$ cat src/rtl/ppu_sprite_pkg.sv
// Shared types and bit-field positions for the sprite pixel pipeline.
package ppu_sprite_pkg;

  typedef enum logic [1:0] {IDLE, WAIT, SHIFT, DONE} slot_state_t;

  // OAM attribute byte fields
  localparam int unsigned ATTR_FLIP   = 6;
  localparam int unsigned ATTR_PRIO   = 5;
  localparam int unsigned ATTR_PAL_LO = 0;

  // Sprite pixel fields {s0, prio, pal[1:0], pat[1:0]}
  localparam int unsigned PIX_S0     = 5;
  localparam int unsigned PIX_PRIO   = 4;
  localparam int unsigned PIX_PAL_LO = 2;
  localparam int unsigned PIX_PAT_LO = 0;

  function automatic logic [7:0] bitrev8(input logic [7:0] v);
    logic [7:0] r;
    r = '0;
    for (int unsigned i = 0; i < 8; i++) r[i] = v[7-i];
    return r;
  endfunction

endpackage

$ cat src/rtl/sprite_slot.sv
// One sprite slot: X countdown, then 8 pixels shifted out MSB-first per render dot.
module sprite_slot
  import ppu_sprite_pkg::*;
#(
  parameter int unsigned X_WIDTH  = 8,
  parameter bit          IS_SLOT0 = 1'b0
) (
  input  logic               clk_i,
  input  logic               rst_i,
  input  logic               en_i,
  input  logic               render_i,
  input  logic               load_i,
  input  logic               clear_i,
  input  logic [7:0]         pat_lo_i,
  input  logic [7:0]         pat_hi_i,
  input  logic [7:0]         attr_i,
  input  logic [X_WIDTH-1:0] x_i,
  input  logic               s0_i,
  output logic               active_o,
  output logic [3:0]         nibble_o,
  output logic               prio_o,
  output logic               s0_o
);

  slot_state_t        state_q;
  logic [X_WIDTH-1:0] x_q;
  logic [2:0]         shift_q;
  logic [7:0]         lo_q, hi_q;
  logic [1:0]         pal_q;
  logic               prio_q, s0_q;
  logic               shifting;
  logic               unused_attr;

  assign unused_attr = ^{attr_i[7], attr_i[4:2]};

  // The dot on which the X countdown reaches zero already emits pixel 0.
  assign shifting = (state_q == SHIFT) || (state_q == WAIT && x_q == '0);

  always_ff @(posedge clk_i or posedge rst_i) begin
    if (rst_i) begin
      state_q <= IDLE;
      x_q     <= '0;
      shift_q <= '0;
      lo_q    <= '0;
      hi_q    <= '0;
      pal_q   <= '0;
      prio_q  <= 1'b0;
      s0_q    <= 1'b0;
    end else if (en_i) begin
      if (load_i) begin
        lo_q    <= attr_i[ATTR_FLIP] ? bitrev8(pat_lo_i) : pat_lo_i;
        hi_q    <= attr_i[ATTR_FLIP] ? bitrev8(pat_hi_i) : pat_hi_i;
        pal_q   <= attr_i[ATTR_PAL_LO +: 2];
        prio_q  <= attr_i[ATTR_PRIO];
        s0_q    <= IS_SLOT0 && s0_i;
        x_q     <= x_i;
        shift_q <= '0;
        state_q <= WAIT;
      end else if (clear_i) begin
        lo_q    <= '0;
        hi_q    <= '0;
        state_q <= DONE;
      end else if (render_i) begin
        case (state_q)
          WAIT: begin
            if (x_q == '0) begin
              lo_q    <= {lo_q[6:0], 1'b0};
              hi_q    <= {hi_q[6:0], 1'b0};
              shift_q <= 3'd7;
              state_q <= SHIFT;
            end else begin
              x_q <= x_q - X_WIDTH'(1);
            end
          end
          SHIFT: begin
            lo_q    <= {lo_q[6:0], 1'b0};
            hi_q    <= {hi_q[6:0], 1'b0};
            shift_q <= shift_q - 3'd1;
            if (shift_q == 3'd1) state_q <= DONE;
          end
          default: ;
        endcase
      end
    end
  end

  assign active_o = shifting && !load_i;
  assign nibble_o = {pal_q, hi_q[7], lo_q[7]};
  assign prio_o   = prio_q;
  assign s0_o     = s0_q;

endmodule

$ cat src/rtl/sprite_pixel_scheduler.sv
// Per-scanline sprite output: slot array, dot counter, priority encoder, output register.
module sprite_pixel_scheduler
  import ppu_sprite_pkg::*;
#(
  parameter int unsigned SLOT_COUNT = 8,
  parameter int unsigned X_WIDTH    = 8
) (
  input  logic                          clock,
  input  logic                          reset,
  input  logic                          clock_EN,
  input  logic                          lineStart,
  input  logic                          render_EN,
  input  logic                          showLeft8,
  input  logic                          clearSlots,
  input  logic                          load_EN,
  input  logic [$clog2(SLOT_COUNT)-1:0] load_slot,
  input  logic [7:0]                    load_patternLow,
  input  logic [7:0]                    load_patternHigh,
  input  logic [7:0]                    load_attribute,
  input  logic [X_WIDTH-1:0]            load_x,
  input  logic                          load_isSprite0,
  output logic [5:0]                    spritePixel,
  output logic [SLOT_COUNT-1:0]         slotActiveMask
);

  localparam int unsigned SW = $clog2(SLOT_COUNT);
  localparam logic [X_WIDTH-1:0] DOT_MAX = '1;

  logic [X_WIDTH-1:0]    dot_q, dot_d, dot_cur;
  logic [SLOT_COUNT-1:0] active, prio, s0;
  logic [3:0]            nibble [SLOT_COUNT];
  logic [5:0]            pix_d;
  logic [SLOT_COUNT-1:0] mask_d;
  logic                  found;

  for (genvar g = 0; g < SLOT_COUNT; g++) begin : g_slot
    sprite_slot #(
      .X_WIDTH (X_WIDTH),
      .IS_SLOT0(g == 0)
    ) u_slot (
      .clk_i   (clock),
      .rst_i   (reset),
      .en_i    (clock_EN),
      .render_i(render_EN),
      .load_i  (load_EN && (load_slot == SW'(g))),
      .clear_i (clearSlots),
      .pat_lo_i(load_patternLow),
      .pat_hi_i(load_patternHigh),
      .attr_i  (load_attribute),
      .x_i     (load_x),
      .s0_i    (load_isSprite0),
      .active_o(active[g]),
      .nibble_o(nibble[g]),
      .prio_o  (prio[g]),
      .s0_o    (s0[g])
    );
  end

  // lineStart makes the current dot 0 even though dot_q has not been cleared yet.
  always_comb begin
    dot_cur = lineStart ? '0 : dot_q;
    dot_d   = dot_q;
    if (lineStart)                              dot_d = render_EN ? X_WIDTH'(1) : '0;
    else if (render_EN && dot_q != DOT_MAX)     dot_d = dot_q + X_WIDTH'(1);
  end

  always_comb begin
    pix_d  = '0;
    mask_d = '0;
    found  = 1'b0;
    if (render_EN) begin
      for (int unsigned i = 0; i < SLOT_COUNT; i++) begin
        mask_d[i] = active[i];
        if (!found && active[i] && nibble[i][1:0] != 2'b00) begin
          found                    = 1'b1;
          pix_d[PIX_S0]            = s0[i];
          pix_d[PIX_PRIO]          = prio[i];
          pix_d[PIX_PAL_LO +: 2]   = nibble[i][3:2];
          pix_d[PIX_PAT_LO +: 2]   = nibble[i][1:0];
        end
      end
      if (!showLeft8 && dot_cur < X_WIDTH'(8)) pix_d = '0;
    end
  end

  always_ff @(posedge clock or posedge reset) begin
    if (reset) begin
      dot_q          <= '0;
      spritePixel    <= '0;
      slotActiveMask <= '0;
    end else if (clock_EN) begin
      dot_q          <= dot_d;
      spritePixel    <= pix_d;
      slotActiveMask <= mask_d;
    end
  end

endmodule

$ cat config.mk
export PLATFORM = sky130hd
export DESIGN_NAME = sprite_pixel_scheduler
export DESIGN_NICKNAME = d
export VERILOG_FILES = /design/src/rtl/ppu_sprite_pkg.sv /design/src/rtl/sprite_slot.sv /design/src/rtl/sprite_pixel_scheduler.sv
export SDC_FILE = /design/constraint.sdc
export NUM_CORES = 1
export LEC_CHECK = 0
export ABC_AREA = 1
export ABC_CLOCK_PERIOD_IN_PS = 16200
export CAP_MARGIN = 20
export CELL_PAD_IN_SITES_DETAIL_PLACEMENT = 0
export CELL_PAD_IN_SITES_GLOBAL_PLACEMENT = 1
export CORE_ASPECT_RATIO = 1.5
export CORE_MARGIN = 4
export CORE_UTILIZATION = 50
export DETAILED_ROUTE_END_ITERATION = 10
export GPL_TIMING_DRIVEN = 0
export PLACE_DENSITY = 0.83
export SYNTH_ARGS = -nofsm -noshare
export SYNTH_HDL_FRONTEND = slang
export SYNTH_SLANG_ARGS = --single-unit
export TNS_END_PERCENT = 30
$ cat constraint.sdc
create_clock -name clock -period 16.2 [get_ports clock]
set_clock_uncertainty 0.15 [all_clocks]
set_input_delay 3.24 -clock clock [delete_from_list [all_inputs] [get_ports clock]]
set_output_delay 3.24 -clock clock [all_outputs]
set_load 0.01 [all_outputs]
==> results.tsv <==
stage	metric	value	unit
die	Die H	224.5	um
setup_path	Crit. End Element	register	
pwr	Sw Share	0.3684	
synth	Synth async-reset ratio	1.000	
clock_network	Clk Latency, worst-skew pair	0.58	ns
finish	Area Growth Syn to Fin	14.22	%
setup_path	R2R Path End	spritePixel[4]	
finish	ant diodes	0	
setup_path	Reg2Reg Depth	13	
setup_path	Worst Path Arrival	6.11	ns
detailed_routing	DRC	0	
finish	final net count	2228	
clock_network	H-tree lvl count	1	
sta	final-report hold violation count	0	
setup_path	Worst Setup SP	clearSlots	
setup_path	CP required	16.56	ns
die	DIE WIDTH	152.4	um
setup_path	Slowest-stage cell, CP	clkbuf_1	
worst_hold_path	HP Start	g_slot[4].u_slot.pal_q[1]	
die	total die area	0.03421	mm2
setup_path	Crit path top cell by count	buf_2	
synth	Distinct cells, synth	57	
synth	EDFF count, synth	0	
clock_network	post-CTS sizing	0	
clock_network	CTS sink cnt	279	
setup_path	Largest stage delay, worst path	0.59	ns
detailed_routing	vias post-DR	14220	
synth	Synth Warn #	0	
worst_hold_path	worst hold path stage count	2	
pwr	clock power share	0.289	
detailed_routing	drt first pass iters	6	
detailed_routing	post-DR wirelength/cell	18.25	um
die	core box area	0.03094	mm2
pwr	Reg power frac	0.388	
grt	gr usage total	0.2720	
clock_network	CTS max path bufs	3	
grt	Overflow after GRT	0	
place	Setup Slack @ Placement	9.877	ns
setup_path	CP max FO	10	
setup_path	Reg2Reg Launch Point	g_slot[2].u_slot.x_q[0]	
worst_hold_path	Hold Path Sink	g_slot[4].u_slot.pal_q[1]	
detailed_routing	DRT met1 WL	19.97	mm
finish	commonest cells after routing, fill and taps aside	nand2_1, o21ai_0, dfrtp_1, inv_1, nand3_1	
sta	Final TNS setup	0	ns
setup_path	R2R Setup Slk	13.67	ns
sta	RSZ-0062 raised after global routing	false	
pwr	Power Density	146.2	mW/mm2
clock_network	CTS clock-pin slew for the worst setup and hold paths	0.06	ns
sta	Rel. slew slack	0.2545	
detailed_routing	post-route ant nets	0	
finish	Fillers	2913	
detailed_routing	Detail Route met2 WL	22.86	mm
sta	final worst-path cycle share	0.3547	
setup_path	critical path, cell by cell	clkdlybuf4s50_1, buf_2, inv_1, clkbuf_1, buf_2, buf_2, nand3_1, o21ai_0, nand2_1, nand2_1	
grt	vias in the first global route	13620	
sta	final setup fails	0	
sta	max-slew violations	0	
sta	Slew @ Worst Pin	1.111	ns
finish	most common cell after layout, fill and taps aside	nand2_1	
place	PortBufs	47	
detailed_routing	Max Used Layer	met4	
sta	Final min period	5.746	ns
detailed_routing	metal3 WL	2.259	mm
setup_path	Buf/Inv on CP	6	
clock_network	TritonCTS clock tree	yes	
finish	layout cells sized above 1	0.07365	
pwr	Comb power frac	0.323	
pwr	Worst VDD drop	82.34	uV
synth	ys flop type	dfrtp_1	
place	Detail Placement HPWL	33.59	mm
die	Starting Density	0.5052	
detailed_routing	WL final	46.81	mm
sta	Max Fclk	174.0	MHz
die	Site Rows	79	
place	global placement routability congestion	0.8521	
finish	Layout Cells excl Fill	2564	
setup_path	Startpoint Class	primary input	
clock_network	post-CTS setup buffer count	0	
synth	Cells after Synth	2044	
worst_hold_path	worst hold path class	reg -> reg	
synth	register area share after synthesis	0.4467	
detailed_routing	First DRT Iteration DRCs	1000	
place	Placed Cells	2508	
grt	largest net degree at the start of global routing	116	
clock_network	Root Driver	clkbuf_16	
clock_network	Num CTS Buffers	30	
synth	Syn Nets	2137	
detailed_routing	Via density	5.547	
synth	Synth Cell Area	0.01563	mm2
die	I/O pin count	58	
run_status	status	complete, no violations	
grt	initial antenna violation count	0	
sta	Setup WS post-layout	10.45	ns
clock_network	cts hold-fix bufs	0	
synth	Seq cells post-synth	279	
synth	syn_area_per_cell	7.647	um2
setup_path	Setup CP Type	in -> reg	
pwr	internal power	1.649	mW
setup_path	CP delay by family, top	buffers and inverters	
grt	first-pass GRT wire length	74.96	mm
pwr	P_leak	8.531	nW
run	max-cap violations	0	
pwr	P_sw	961.8	uW
kinds of logic (layout without fill, tap and decap cells):
logic type	after synthesis	in the layout	synth area share
muxes	13	13	0.008406
adders and majority gates	49	49	0.03923
xor gates and xnor gates	18	18	0.01009
DFF	279	279	0.4467
AOI/OAI and AO/OA	482	482	0.1733
buffers and inverters	303	418	0.07517
and+or+nand+nor	900	900	0.2471
final cells by class:
cell class / count / area (um2) / share of cell area
Multi-Input combinational cell: 1462 / 7477 / 0.4188
Timing Repair Buffer: 59 / 623.1 / 0.03490
Tap cell: 405 / 506.7 / 0.02839
Clock inverter: 11 / 193.9 / 0.01086
Sequential cell: 279 / 6982 / 0.3911
Clock buffer: 45 / 887.1 / 0.04969
Buffer: 88 / 367.9 / 0.02061
Inverter: 215 / 814.5 / 0.04563
synth_stat cells (15+ instances only):
library cell	number	area share
o22ai_1	28	0.011
xor2_1	15	0.0084
buf_2	21	0.0067
nand3_1	151	0.048
nand2_1	581	0.14
a21oi_1	63	0.020
o21ai_0	308	0.099
ha_1	49	0.039
o211ai_1	22	0.011
inv_1	198	0.048
nor2_1	93	0.022
dfrtp_1	279	0.45
nor3_1	16	0.0051
clkbuf_1	60	0.014
power by group through the flow:
stage	Clock [mW]	Sequential, mW	Combinational, mW
after global routing	0.796	1.04	0.964
after CTS	0.772	1.01	0.843
after detailed placement	0	1.02	0.835
after floorplan	0	0.994	0.625
final	0.755	1.01	0.843
after global placement	0	1.02	0.806
state kept, by name, indices dropped and copies added (netlist names):
| signal | flops |
|---|---|
| dot_q | 8 |
| g_slot.u_slot.lo_q | 64 |
| g_slot.u_slot.pal_q | 16 |
| g_slot.u_slot.s0_o | 1 |
| g_slot.u_slot.x_q | 64 |
| g_slot.u_slot.hi_q | 64 |
| g_slot.u_slot.prio_o | 8 |
| g_slot.u_slot.state_q | 16 |
| spritePixel | 6 |
| slotActiveMask | 8 |
| g_slot.u_slot.shift_q | 24 |
layer usage:
metal,up-vias,GRT usage
li1,6915,-
met1,6835,0.3594
met2,385,0.4684
met3,88,0.02695
met4,0,0.09896
met5,-,0
stage by stage:
stage	area, um2	total power, mW	hold WS, ns	utilization
finish	17850	2.611	0.3272	0.5770
global route	17850	2.797	0.3468	0.5770
CTS	17850	2.626	0.3307	0.5770
detailed placement	16770	1.857	0.3152	0.5421
global placement	16610	1.822	0.3090	0.5368
floorplan	15630	1.618	0.2955	-
tightest hold or removal path, delay by kind of cell (launching register included):
kind,cells,cell delay [ns]
AOI/OAI and AO/OA,1,0.06
and+or+nand+nor,1,0.05
DFF,1,0.34
how the worst max path moves through the flow:
| stage | end | cells past startpoint |
|---|---|---|
| after CTS | g_slot[6].u_slot.hi_q[4] | 10 |
| after floorplan | dot_q[0] | 1 |
| final | g_slot[6].u_slot.hi_q[4] | 10 |
| after global placement | g_slot[4].u_slot.lo_q[4] | 2 |
| after global routing | g_slot[4].u_slot.lo_q[2] | 10 |
| after detailed placement | g_slot[6].u_slot.hi_q[4] | 10 |
No activity file was read; power rests on OpenSTA's default activity.
==> RTL change: new RTL, config.mk and constraints unchanged <==
`X_WIDTH` is set to 8 in 2 places; all go to 10.
--- a/src/rtl/sprite_slot.sv
+++ b/src/rtl/sprite_slot.sv
@@ -2,7 +2,7 @@
 module sprite_slot
   import ppu_sprite_pkg::*;
 #(
-  parameter int unsigned X_WIDTH  = 8,
+  parameter int unsigned X_WIDTH  = 10,
   parameter bit          IS_SLOT0 = 1'b0
 ) (
   input  logic               clk_i,
--- a/src/rtl/sprite_pixel_scheduler.sv
+++ b/src/rtl/sprite_pixel_scheduler.sv
@@ -3,7 +3,7 @@
   import ppu_sprite_pkg::*;
 #(
   parameter int unsigned SLOT_COUNT = 8,
-  parameter int unsigned X_WIDTH    = 8
+  parameter int unsigned X_WIDTH    = 10
 ) (
   input  logic                          clock,
   input  logic                          reset,
Ports: changed (resized load_x); port bits go from 58 to 60. No check against the original RTL was run, so the function may have changed too.
==> RTL change against the unedited design <==
Design area increased by 6.5%; routed wire length grew 13%; area after synthesis grew 6.7%; sequential cell count up 18; setup slack worse by 550 ps; largest power group unchanged; power grew 6.9%; count of clock-buffer cells in the layout increased by 4; global-route usage up 2.0 points; cell count is 8.5% higher.
==> RTL change: results (changes against the unedited design) <==
status finished, final reports clean (unchanged); Final GP Congestion 0.9167 (was 0.8521); CTS HTree Levels 2 (was 1); synth top area cells dfrtp_1 (45%), nand2_1 (15%), o21ai_0 (9.9%) (was dfrtp_1 (45%), nand2_1 (14%), o21ai_0 (9.9%)); Leak Pwr 0.009256 uW (was 0.008531 uW); met2 wire length 25240 um (was 22860 um); max_slew headroom 28.20% (was 25.45%); largest net degree at the start of global routing 124 (was 116); post-synthesis compound-gate area fraction 16.67% (was 17.33%); Mapped Nets 2333 (was 2137); vias in the first global route 15160 (was 13620); Slowest cell on crit path clkbuf_1 (unchanged); Final Non-Filler Cells 2781 (was 2564); metal1 wirelength 21830 um (was 19970 um); layout cells sized above 1 5.368% (was 7.365%); hold_ws 323.7 ps (was 327.2 ps); slowest stage delay, CP 770 ps (was 590 ps); drt first pass iters 5 (was 6); Post-DP HPWL 38410 um (was 33590 um); area share of xor/xnor cells in the synthesized design 0.8932% (was 1.009%); Nets 2434 (was 2228); Mapped Cells 2243 (was 2044); initial DRC count 1256 (was 1000); port buffer count 53 (was 47); reg-to-reg endpoint spritePixel[0] (was spritePixel[4]); first-pass GRT wire length 83070 um (was 74960 um); hold depth 2 (unchanged); placed insts 2723 (was 2508); FF-to-FF Start g_slot[3].u_slot.x_q[0] (was g_slot[2].u_slot.x_q[0]); worst hold path startpoint g_slot[1].u_slot.lo_q[6] (was g_slot[4].u_slot.pal_q[1]); Post-DP Area 0.01787 mm^2 (was 0.01677 mm^2); mux contribution to synthesized area 0.8482% (was 0.8405%); Synth top cells by count nand2_1 (663), o21ai_0 (329), dfrtp_1 (297), inv_1 (220), nand3_1 (176) (was nand2_1 (581), o21ai_0 (308), dfrtp_1 (279), inv_1 (198), nand3_1 (151)); Final period util 38.84% (was 35.47%); grt met3 use 4.782% (was 2.695%); routed via count 15650 (was 14220); M2 GR Usage 48.91% (was 46.84%); Skew-Pair Late Insertion Delay 530 ps (was 580 ps); gr usage total 29.22% (was 27.20%); Num CTS Buffers 34 (was 30); Top Registers g_slot.u_slot.x_q (80), g_slot.u_slot.hi_q (64), g_slot.u_slot.lo_q (64) (was g_slot.u_slot.hi_q (64), g_slot.u_slot.lo_q (64), g_slot.u_slot.x_q (64)); wire length on met3 3100 um (was 2259 um); Critical Path Sink g_slot[7].u_slot.hi_q[7] (was g_slot[6].u_slot.hi_q[4]); adder-cell share of the synthesized area 3.303% (was 3.923%); Reg2Reg Depth 16 (was 13); number of diodes 0 (unchanged); GR Util met1 37.01% (was 35.94%); Worst Hold Endpoint g_slot[1].u_slot.lo_q[6] (was g_slot[4].u_slot.pal_q[1]); R2R setup slack 13230 ps (was 13670 ps); Max IR drop VDD 94.67 uV (was 82.34 uV); pre-CTS setup slack 9428 ps (was 9877 ps); routed wire length 52910 um (was 46810 um); sequential area share after synthesis 44.58% (was 44.67%); count of cell types in the netlist 53 (was 57); initial antenna violation count 1 (was 0)
RTL change: cell types whose count changed after synthesis, moves of 7 or more:
| cell | delta |
|---|---|
| nand2_1 | +82 |
| nand3_1 | +25 |
| nor2_1 | +23 |
| inv_1 | +22 |
| o21ai_0 | +21 |
| o22ai_1 | -19 |
| dfrtp_1 | +18 |
| nand4_1 | +17 |
| a21oi_1 | +15 |
| clkbuf_1 | +10 |
| o211ai_1 | +10 |
| nand2_2 | -7 |
RTL change: power by group:
part           total, uW  switching (uW)  internal, uW
logic                894             582           312
registers           1090             132           957
clock network        809             321           488
RTL change: area by class of cell:
cell class              count  area [um^2]
repair buffers             65        671.9
well taps                 415        519.2
fillers                  3158        13710
multi-input cells        1620         7991
plain buffers              95        379.1
flip-flops and latches    297         7432
clock buffers              49         1028
inverters                 231        874.6
clock inverters             9        123.9
RTL change: critical path: cells and delay by family:
kind,cells,cell delay [ps]
simple gates,3,360
compound gates,1,250
buf+inv,5,2730
